### src/rtl/ex_nor3_pkg.sv
// Shared defaults and the per-bit XNOR3 helper for the ex_nor3 block.
package ex_nor3_pkg;

  localparam int DEF_WIDTH = 1;
  localparam int DEF_CNT_W = 16;

  function automatic logic xnor3(input logic a, input logic b, input logic c);
    return ~(a ^ b ^ c);
  endfunction

endpackage

### src/rtl/ex_nor3_xnor3_cell.sv
// One-bit combinational slice of the 3-input XNOR; the top replicates it per lane.
module xnor3_cell
  import ex_nor3_pkg::*;
(
  input  logic a,
  input  logic b,
  input  logic c,
  output logic o
);

  assign o = xnor3(a, b, c);

endmodule

### src/rtl/ex_nor3.sv
// Bitwise 3-input XNOR with valid qualifier and a saturating all-ones match counter.
// Optional feature: define EX_NOR3_REG_EN to register o/out_valid (1-cycle latency).
module ex_nor3
  import ex_nor3_pkg::*;
#(
  parameter int WIDTH = DEF_WIDTH,
  parameter int CNT_W = DEF_CNT_W
) (
  input  logic             clk,
  input  logic             rst,
  input  logic             in_valid,
  input  logic [WIDTH-1:0] a,
  input  logic [WIDTH-1:0] b,
  input  logic [WIDTH-1:0] c,
  output logic [WIDTH-1:0] o,
  output logic             out_valid,
  output logic [CNT_W-1:0] match_cnt,
  input  logic             clr_cnt
);

  logic [WIDTH-1:0] w_res;
  logic             w_match;
  logic             w_sat;
  logic [CNT_W-1:0] r_cnt;

  for (genvar g = 0; g < WIDTH; g++) begin : g_lane
    xnor3_cell u_cell (
      .a (a[g]),
      .b (b[g]),
      .c (c[g]),
      .o (w_res[g])
    );
  end

  assign w_match = in_valid & (&w_res);
  assign w_sat   = (r_cnt == {CNT_W{1'b1}});

  // clear wins over a same-cycle match; saturate instead of wrapping
  always_ff @(posedge clk) begin
    if (rst) begin
      r_cnt <= {CNT_W{1'b0}};
    end else if (clr_cnt) begin
      r_cnt <= {CNT_W{1'b0}};
    end else if (w_match && !w_sat) begin
      r_cnt <= r_cnt + CNT_W'(1);
    end else begin
      r_cnt <= r_cnt;
    end
  end

  assign match_cnt = r_cnt;

`ifdef EX_NOR3_REG_EN
  logic [WIDTH-1:0] r_o;
  logic             r_out_valid;

  // o keeps the last accepted result while out_valid pulses per accepted sample
  always_ff @(posedge clk) begin
    if (rst) begin
      r_o         <= {WIDTH{1'b0}};
      r_out_valid <= 1'b0;
    end else if (in_valid) begin
      r_o         <= w_res;
      r_out_valid <= 1'b1;
    end else begin
      r_o         <= r_o;
      r_out_valid <= 1'b0;
    end
  end

  assign o         = r_o;
  assign out_valid = r_out_valid;
`else
  assign o         = w_res;
  assign out_valid = in_valid;
`endif

endmodule

### config.mk
export PLATFORM = sky130hd
export DESIGN_NAME = ex_nor3
export DESIGN_NICKNAME = d
export VERILOG_FILES = /design/src/rtl/ex_nor3_pkg.sv /design/src/rtl/ex_nor3_xnor3_cell.sv /design/src/rtl/ex_nor3.sv
export SDC_FILE = /design/constraint.sdc
export NUM_CORES = 1
export LEC_CHECK = 0
export ABC_AREA = 1
export CAP_MARGIN = 20
export CELL_PAD_IN_SITES_DETAIL_PLACEMENT = 2
export CELL_PAD_IN_SITES_GLOBAL_PLACEMENT = 2
export CORE_MARGIN = 2
export CORE_UTILIZATION = 24
export CTS_BUF_LIST = sky130_fd_sc_hd__clkbuf_4
export DETAILED_ROUTE_END_ITERATION = 8
export GPL_TIMING_DRIVEN = 0
export PLACE_DENSITY_LB_ADDON = 0.1
export RECOVER_POWER = 25
export REMOVE_ABC_BUFFERS = 1
export SLEW_MARGIN = 20
export SYNTH_ARGS = -nofsm -noshare
export SYNTH_HDL_FRONTEND = slang
export SYNTH_SLANG_ARGS = --single-unit
### constraint.sdc
create_clock -name clk -period 1.3 [get_ports clk]
set_clock_uncertainty 0.05 [all_clocks]
set_input_delay 0.39 -clock clk [delete_from_list [all_inputs] [get_ports clk]]
set_output_delay 0.39 -clock clk [all_outputs]
set_load 0.005 [all_outputs]
[Word-level counts from Yosys, hierarchy flattened]
Index checks and enable logic that the tools add are counted.
Word-level totals
  register bits after elaboration: 16
Cells by class
  add/sub/neg operators: 1
  eq/ne operators: 1
  bitwise logic cells: 4
  reductions and logical operators: 3
Operator list (number)
  16-bit by 1-bit adder with 16-bit output, second input constant: 1
  16-bit equality test, second input constant: 1
  2-bit OR reduction: 1
  1-bit XOR: 2
  1-bit AND: 1
  1-bit logical AND: 1
  1-bit zero test: 1
  1-bit NOT: 1

[Depth between registers and ports, before layout]
Gate-level depths: netlist of run 1.
  word-level depth: 5
  mapped depth: 11

[Hierarchy]
Synthesis of run 1 repeated with hierarchy kept, for this count alone.
Second synthesis, totals
  cells, all modules: 174
  area total of the unflattened synthesis: 1041.0 sq um
By module, submodules not included
  ex_nor3: times used 1, cells each 165, area an instance 1006.0 sq um, seq. area each 320.3 sq um
  xnor3_cell: times used 1, cells each 9, area an instance 35.0 sq um, seq. area each 0.0 sq um

[Least setup slack after synthesis of run 1]
OpenSTA, ideal clock, no wires.
  path type: reg2reg
  start point: register r_cnt[0], in the netlist match_cnt[0]
  end point: register r_cnt[14], in the netlist match_cnt[14]
  setup time: 112 ps
  arrival time: 1312 ps
  path slack: -173 ps
  stages on the path, launching flop included: 10
  buffers on the path: 1
  period minus slack after synthesis: 1473 ps
  cells stage by stage: dfxtp_1 > ha_1 > nand3_2 > nor2_2 > nand2_2 > nand3_4 > buf_12 > nand2_1 > nand2_1 > nor2_1
Between the ends
  cells in the longest elaborated chain, start to end: 3
Ends and longest elaborated chain
  start, declared: RTL line ex_nor3.sv:24  | logic [CNT_W-1:0] r_cnt;
  start signal, assigned: RTL line ex_nor3.sv:41  | r_cnt <= {CNT_W{1'b0}};
  start signal, assigned: RTL line ex_nor3.sv:43  | r_cnt <= {CNT_W{1'b0}};
  start signal, assigned: RTL line ex_nor3.sv:45  | r_cnt <= r_cnt + CNT_W'(1);
  branches (longest 3 deep; another with 16-bit by 1-bit adder with 16-bit output)
Parallel ways; which one is timed is not known.
A chain may end at the register's enable or synchronous reset.

[Worst setup path in the final report of run 1]
Same ends and word-level chain as after synthesis.

==> summary.md, run 1 <==
| Metric | Value |
|---|---|
| Share of cells above drive strength 1 | 0.614 |
| Switching share of power | 0.333 |
| Layout Nets | 268 |
| Vias in the first global route | 1602 |
| RSZ-0062 raised after global routing | yes |
| CP Data Arrival Time | 1660 ps |
| Via Count | 1447 |
| Count leader, synth | nand2_1 |
| Placer Congestion | 0.699 |
| Post-route antenna net violation count | 0 |
| Mux contribution to synthesized area | 0 |
| Initial drt markers | 33 |
| Sequential share of power | 0.428 |
| Clock-pin slew on the worst setup and hold paths | 110 ps |
| FILL cells | 558 |
| Setup crit start kind | flop |
| List of most frequent post-synthesis cells | 62 x nand2_1, 29 x nor2_1, 28 x inv_1 |
| Number of synthesized flops with an enable pin | 0 |
| Top cell type by total area after synthesis | dfxtp_1 |
| Maximum clock rate | 658 MHz |
| Power share of the clock group | 0.251 |
| Final Util | 0.454 |
| Routed WL | 5230 um |
| Site Rows | 25 |
| First-pass GRT wire length | 7620 um |
| Simple-Gate Fraction of Synth Area | 0.513 |
| Area Growth Syn to Fin | 83.3% |
| CP required | 1450 ps |
| Per-cell routed wire length | 16.7 um |
| CTS root buf | clkbuf_4 |
| Top-Level Pins | 25 |
| Hpwl dp | 2870 um |
| Antenna Diode Count | 0 |
| Die H | 73.6 um |
| Final setup violating endpoints | 21 |
| Failing checks | setup timing |
| Pre-antenna DRT Iters | 4 |
| Crit path kind | flop to flop |
| Switch Pwr | 394 uW |
| CP endpoint kind | flop |
| Sequential area share after synthesis | 0.276 |
| Worst slew margin | 0.689 |
| Cell at the slowest stage of the critical path | dfxtp_4 |
| Compound-Gate Fraction of Synth Area | 0.0194 |
| Synth area leaders | dfxtp_1 28%, nand2_1 20%, nor2_2 9.7% |
| Top cell family by delay on the critical path | simple AND/OR/NAND/NOR gates |
| Status | complete, but fails checks |
| Xor/xnor share of the synthesized area | 0.0527 |
| Die Wd | 73.6 um |
| Max FFs per register | 16 |
| Unique masters post-synth | 20 |
| Area of the core | 4690 um2 |
| CTS tree | built |
| Multi-input gate area | 971 um2 |
| Post-Syn Area | 1160 um2 |
| Tot GR Track Use | 0.184 |
| Ys flop type | dfxtp_1 |
| Post-route setup slack | -219 ps |
| Synth top area share | 0.276 |
| IO buf count | 24 |
| Drt via density | 4.62 |
| Mapped Cells | 191 |
| Yosys warnings | 0 |
| Largest family of logic cells by synthesized area | simple AND/OR/NAND/NOR gates |
| Max-Cap Viols | 0 |
| Longest Clk Path Bufs | 2 |
| Final Hold Vio Count | 0 |
| PwrDens | 555 nW/um2 |
| Die footprint | 5420 um2 |
| H-tree depth | 1 |
| P_int | 788 uW |
| Synth Register Bits | 16 |
| Slew @ Worst Pin | 465 ps |
| Critical Path, Cell by Cell | ha_4, nand3_4, buf_4, nor2_4, nand3_2, nand2_1, nand2_1, nor2_2, nor2_1 |
| CP Max Fanout | 4 |
| TritonCTS buffer count | 3 |
| Logic gate share of total power | 0.321 |
| Adder-cell area share of the yosys netlist | 0.0108 |
| Crit path time final | 1520 ps |
| Max incr delay on CP | 390 ps |
| Max-slew violation count | 0 |
| Largest net degree at the start of global routing | 17 |
| Buffer and inverter count on the worst path | 1 |
| HP Class | primary input to flop |
| Worst VDD drop | 247 uV |
| Clock Sinks | 16 |
| Cell mode on critical path | nand2_1 |
| Starting Density | 0.248 |
| Register area | 365 um2 |
| Hold_ws | 467 ps |
| # DRC | 0 |
| Post-placement setup slack | -963 ps |
| Clock Latency Late Sink | 300 ps |
| Initial antenna violation count | 0 |
| Final period utilization | 1.17 |
| Syn avg cell area | 6.09 um2 |
| Async S/R FF share, synth | 0 |
| Pleak | 0.00108 uW |
| Global route overflow | 0 |
==> routing by layer <==
layer,track usage,wire [um],part of all wire
met4,0.0364,28,0.0054
met3,0.0165,96,0.018
met5,0,0,0
met2,0.379,3090,0.59
met1,0.198,2010,0.38
==> cells by family (layout without fill, tap and decap cells) <==
family | Yosys count | in the layout
simple gates | 131 | 134
buf+inv | 32 | 97
flops | 16 | 16
xor+xnor | 7 | 7
compound gates | 4 | 4
fa+ha+maj | 1 | 1
==> worst paths after layout <==
kind / startpoint / to / slack [ps] / depth (start not counted)
worst max-delay path: match_cnt[0]$_SDFFE_PP0P_ / match_cnt[14]$_SDFFE_PP0P_ / -220 / 9
worst min-delay path: in_valid / match_cnt[8]$_SDFFE_PP0P_ / 470 / 4
worst max register to register: match_cnt[0]$_SDFFE_PP0P_ / match_cnt[14]$_SDFFE_PP0P_ / -220 / 9
worst min register to register: match_cnt[1]$_SDFFE_PP0P_ / match_cnt[1]$_SDFFE_PP0P_ / 490 / 2
==> area by class of cell <==
type	count	share of cell area
Tap cell	54	0.0317
Clock buffer	3	0.0106
Multi-Input combinational cell	146	0.456
Timing Repair Buffer	65	0.276
Sequential cell	16	0.171
Inverter	28	0.0528
Clock inverter	1	0.00176
==> metrics by stage <==
| stage | power (uW) | area (um2) | setup TNS [ps] | std cells |
|---|---|---|---|---|
| after floorplan | 653 | 1120 | -2550 | 187 |
| after global placement | 738 | 1430 | -15210 | 265 |
| after detailed placement | 757 | 1430 | -14420 | 265 |
| after CTS | 1180 | 1960 | -2090 | 307 |
| after global routing | 1260 | 2130 | -3910 | 313 |
| final | 1180 | 2130 | -2280 | 313 |
==> worst register-to-register path: stages (launching register included) <==
cell	delay, ps
dfxtp_4	390
ha_4	160
nand3_4	110
buf_4	170
nor2_4	150
nand3_2	90
nand2_1	80
nand2_1	70
nor2_2	110
nor2_1	50
==> layout by cell type (no fill, tap or decap), drive strengths merged <==
cell            n
clkdlybuf4s50   2
clkbuf          7
nand4           2
o21ai           3
dlygate4sd2     1
inv            28
dfxtp          16
and2            1
ha              1
nand2          71
buf            58
xnor2           1
nand3          13
nor2           47
o21bai          1
clkinv          1
xor2            6
==> power by group through the flow <==
stage | logic, uW | clock network [uW] | registers, uW
6_report | 380 | 297 | 506
5_1_grt | 416 | 333 | 509
4_1_cts | 348 | 323 | 506
3_5_place_dp | 214 | 0 | 543
3_3_place_gp | 197 | 0 | 541
2_1_floorplan | 116 | 0 | 538
==> what timing repair did <==
item                                    in CTS  in global routing
pin swaps                                   20                 28
cloned                                       3                  0
gates resized for setup                    161                 58
hold buffers                                 0                  0
endpoints found under the setup margin      34                 25
buffers inserted                            35                  9
(Power assumes the default switching activity.)
==> inputs of run 2 (changes only) <==
--- a/config.mk
+++ b/config.mk
@@ -5,12 +5,11 @@
 export SDC_FILE = /design/constraint.sdc
 export NUM_CORES = 1
 export LEC_CHECK = 0
-export ABC_AREA = 1
 export CAP_MARGIN = 20
 export CELL_PAD_IN_SITES_DETAIL_PLACEMENT = 2
 export CELL_PAD_IN_SITES_GLOBAL_PLACEMENT = 2
-export CORE_MARGIN = 2
-export CORE_UTILIZATION = 24
+export CORE_MARGIN = 5
+export CORE_UTILIZATION = 26
 export CTS_BUF_LIST = sky130_fd_sc_hd__clkbuf_4
 export DETAILED_ROUTE_END_ITERATION = 8
 export GPL_TIMING_DRIVEN = 0
==> summary.md, run 2 <==
| Metric | Value |
|---|---|
| Post-placement setup slack | -1000 ps |
| Longest Clk Path Bufs | 2 |
| Syn avg cell area | 9.09 um2 |
| Halt Reason | [ERROR DPL-0033] detailed placement checks failed during check placement. |
| Fail Step | global routing (5_1_grt) |
| Top-Level Pins | 25 |
| Count leader, synth | dfxtp_1 |
| Synth top area share | 0.356 |
| Ys flop type | dfxtp_1 |
| Sequential area share after synthesis | 0.356 |
| Worst EP kind | register data pin |
| Die H | 68.8 um |
| Synth Register Bits | 16 |
| Die Wd | 68.8 um |
| Post-Syn Area | 900 um2 |
| H-tree depth | 1 |
| Async S/R FF share, synth | 0 |
| Starting Density | 0.270 |
| CTS root buf | clkbuf_4 |
| Clock Sinks | 16 |
| Mapped Cells | 99 |
| Initial antenna violation count | 0 |
| TritonCTS buffer count | 3 |
| Status | did not finish |
| Count of hold-fix buffers inserted at cts | 0 |
| Synth area leaders | dfxtp_1 36%, or4_1 8.3%, a21oi_1 6.7% |
| Yosys warnings | 0 |
| Site Rows | 21 |
| Top cell type by total area after synthesis | dfxtp_1 |
| Hpwl dp | 2010 um |
| List of most frequent post-synthesis cells | 16 x dfxtp_1, 12 x a21oi_1, 10 x or4_1 |
| Number of synthesized flops with an enable pin | 0 |
| IO buf count | 24 |
| Placer Congestion | 0.727 |
| Largest net degree at the start of global routing | 15 |
| Unique masters post-synth | 33 |
| GR repair worst EP | match_cnt[4]$_SDFFE_PP0P_/D |
run 2: what timing repair did:
item	4_1_cts
pin swaps	26
resized for setup	167
setup buffers	44
endpoints found under the setup margin	34
run 2: logic make-up after synthesis:
family	Yosys count	synth area share
and+or+nand+nor	41	0.318
AOI/OAI and AO/OA	32	0.238
DFF	16	0.356
buffers and inverters	8	0.0473
xor gates and xnor gates	1	0.0264
adders and majority gates	1	0.0139
run 2: through the flow:
stage,instance area [um2],cells
3_3_place_gp,1170,164
2_1_floorplan,868,94
3_5_place_dp,1180,165
4_1_cts,1740,212
==> inputs of run 3 (changes only) <==
--- a/config.mk
+++ b/config.mk
@@ -6,14 +6,11 @@
 export NUM_CORES = 1
 export LEC_CHECK = 0
 export CAP_MARGIN = 20
-export CELL_PAD_IN_SITES_DETAIL_PLACEMENT = 2
-export CELL_PAD_IN_SITES_GLOBAL_PLACEMENT = 2
-export CORE_MARGIN = 5
-export CORE_UTILIZATION = 26
-export CTS_BUF_LIST = sky130_fd_sc_hd__clkbuf_4
+export CORE_AREA = 5 5 66 68
 export DETAILED_ROUTE_END_ITERATION = 8
+export DIE_AREA = 0 0 71 73
 export GPL_TIMING_DRIVEN = 0
-export PLACE_DENSITY_LB_ADDON = 0.1
+export PLACE_DENSITY_LB_ADDON = 0.15
 export RECOVER_POWER = 25
 export REMOVE_ABC_BUFFERS = 1
 export SLEW_MARGIN = 20
==> constraint.sdc (replaced) <==
create_clock -name clk -period 1.7 [get_ports clk]
set_clock_uncertainty 0.05 [all_clocks]
set_input_delay 0.51 -clock clk [delete_from_list [all_inputs] [get_ports clk]]
set_output_delay 0.51 -clock clk [all_outputs]
set_load 0.005 [all_outputs]
==> summary.md, run 3 <==
| Metric | Value |
|---|---|
| Status | complete, but fails checks |
| Failing checks | setup timing |
| Clock Sinks | 16 |
| Crit path depth | 6 |
| Post-route antenna net violation count | 0 |
| Post-route setup slack | -83.7 ps |
| WHS Path Cells | 2 |
| Async S/R FF share, synth | 0 |
| Worst R2R End | match_cnt[9]$_SDFFE_PP0P_ |
| FF-to-FF path depth | 4 |
| Cell at the slowest stage of the critical path | or4_4 |
| Sequential share of power | 0.460 |
| Crit path kind | primary input to flop |
| Post-Syn Area | 900 um2 |
| Max FFs per register | 16 |
| CP Max Fanout | 5 |
| IO buf count | 24 |
| Pre-antenna DRT Iters | 4 |
| Setup crit start kind | primary input |
| CP required | 1840 ps |
| Global route overflow | 0 |
| CP Capture Point | match_cnt[9]$_SDFFE_PP0P_ |
| Final setup violating endpoints | 15 |
| Switching share of power | 0.231 |
| H-tree depth | 1 |
| Die H | 73 um |
| Routed WL | 2760 um |
| Final Hold Vio Count | 0 |
| Initial antenna violation count | 0 |
| Top cell family by delay on the critical path | simple AND/OR/NAND/NOR gates |
| Final period utilization | 1.05 |
| Initial drt markers | 29 |
| # DRC | 0 |
| Starting Density | 0.237 |
| Top-Level Pins | 25 |
| Register area | 350 um2 |
| Placer Congestion | 0.747 |
| Overall power | 810 uW |
| Top cell type by total area after synthesis | dfxtp_1 |
| Syn avg cell area | 9.09 um2 |
| Drt via density | 5.10 |
| Area of the core | 3800 um2 |
| CTS root buf | clkbuf_8 |
| Max-slew violation count | 0 |
| Crit path from | c |
| Worst VDD drop | 185 uV |
| Largest net degree at the start of global routing | 16 |
| Multi-input gate area | 607 um2 |
| Mapped Cells | 99 |
| Layout Nets | 147 |
| Max-Cap Viols | 0 |
| Synth Register Bits | 16 |
| Buffer and inverter count on the worst path | 2 |
| PwrDens | 553 nW/um2 |
| Vias in the first global route | 892 |
| Worst reg2reg path startpoint | match_cnt[3]$_SDFFE_PP0P_ |
| Pleak | 0.000655 uW |
| Slew @ Worst Pin | 496 ps |
| Most common cell after layout, fill and taps aside | buf_4 |
| CP endpoint kind | flop |
| FILL cells | 394 |
| Cell mode on critical path | buf_6 |
| Clock Latency Late Sink | 260 ps |
| CTS tree | built |
| Synth area leaders | dfxtp_1 36%, or4_1 8.3%, a21oi_1 6.7% |
| Sequential area share after synthesis | 0.356 |
| Die Wd | 71 um |
| List of most frequent post-synthesis cells | 16 x dfxtp_1, 12 x a21oi_1, 10 x or4_1 |
| Power share of the clock group | 0.432 |
| Via Count | 959 |
| Most frequent cells in the layout | 14 x buf_4, 12 x dfxtp_2, 11 x a21oi_1 |
| RSZ-0062 raised after global routing | yes |
| First-pass GRT wire length | 4200 um |
| Die footprint | 5180 um2 |
| Site Rows | 23 |
| Hpwl dp | 1720 um |
| Max incr delay on CP | 550 ps |
| P_int | 623 uW |
| Critical Path, Cell by Cell | buf_6, xnor3_2, buf_6, nand4_4, or4_4, a21oi_2 |
| Maximum clock rate | 561 MHz |
| Per-cell routed wire length | 14.7 um |
| Synth top area share | 0.356 |
| Antenna Diode Count | 0 |
| Worst slew margin | 0.667 |
| CP Data Arrival Time | 1930 ps |
| Number of synthesized flops with an enable pin | 0 |
| R2R Setup Slk | 10 ps |
| Count leader, synth | dfxtp_1 |
| HP Class | flop to flop |
| Share of cells above drive strength 1 | 0.377 |
| Final Non-Filler Cells | 188 |
| Tot GR Track Use | 0.101 |
| Placed cells | 169 |
| Clock-pin slew on the worst setup and hold paths | 70 ps |
| TritonCTS buffer count | 3 |
| Ys flop type | dfxtp_1 |
| Yosys warnings | 0 |
| Longest Clk Path Bufs | 2 |
| Crit path time final | 1780 ps |
| Unique masters post-synth | 33 |
| Count of hold-fix buffers inserted at cts | 0 |
| Area Growth Syn to Fin | 62.7% |
| Logic gate share of total power | 0.109 |
| Switch Pwr | 187 uW |
[run 3: cell counts after synthesis]
No cell type changed its count.
[run 3: worst reg2reg max path: stages, from the launching register on]
cell	delay (ps)
dfxtp_4	370
and4_1	350
nand4_4	180
or4_4	550
a21oi_2	120
[run 3: power groups by stage]
stage,clock (uW),sequential [uW],combinational [uW]
floorplan,0,386,32.1
global placement,0,386,68.1
detailed placement,0,386,69.5
CTS,362,372,87.0
global route,381,372,93.6
finish,350,372,88.1
[run 3: how the worst min path moves through the flow]
stage,from,endpoint,slack [ps]
after floorplan,match_cnt[14]$_SDFFE_PP0P_,match_cnt[14]$_SDFFE_PP0P_,440
after global routing,match_cnt[6]$_SDFFE_PP0P_,match_cnt[6]$_SDFFE_PP0P_,470
after global placement,match_cnt[5]$_SDFFE_PP0P_,match_cnt[5]$_SDFFE_PP0P_,450
final,match_cnt[6]$_SDFFE_PP0P_,match_cnt[6]$_SDFFE_PP0P_,450
after CTS,match_cnt[10]$_SDFFE_PP0P_,match_cnt[10]$_SDFFE_PP0P_,440
after detailed placement,match_cnt[14]$_SDFFE_PP0P_,match_cnt[14]$_SDFFE_PP0P_,460
[run 3: what timing repair did]
| item | 4_1_cts | 5_1_grt |
|---|---|---|
| gates cloned | 1 | 0 |
| endpoints found under the setup margin | 34 | 29 |
| pin swaps | 8 | 4 |
| buffers inserted | 9 | 5 |
| gates resized for setup | 49 | 18 |
[run 3: cell families (layout without fill, tap and decap cells)]
family,Yosys count,count (layout),synth area share
buffers and inverters,8,46,0.0473
XOR/XNOR,1,1,0.0264
AND/OR/NAND/NOR,41,42,0.318
flip-flops,16,16,0.356
adder cells (fa/ha/maj),1,1,0.0139
AO/OA/AOI/OAI,32,32,0.238
[run 3: per-layer routing]
layer,track usage,part of all wire,vias up
met5,0,0,-
met3,0.0234,0.044,5
li1,-,-,485
met4,0.0689,0.019,0
met2,0.161,0.49,19
met1,0.122,0.45,450
[run 3: final cells by class]
| class | count | share of cell area |
|---|---|---|
| clock buffer | 4 | 0.0376 |
| tap | 50 | 0.0427 |
| timing repair buffer | 39 | 0.258 |
| multi-input combinational | 76 | 0.415 |
| inverter | 3 | 0.00769 |
| sequential | 16 | 0.239 |
[run 3: stage by stage]
stage	setup TNS, ps	hold slack, ps	area [um2]	util	setup WS [ps]
final	-447	448	1460	0.385	-83.7
after global routing	-1480	472	1460	0.385	-136
after CTS	-659	441	1370	0.361	-75.2
after detailed placement	-10830	461	1180	0.311	-818
after global placement	-11590	449	1170	0.308	-793
after floorplan	-2660	437	868	-	-328
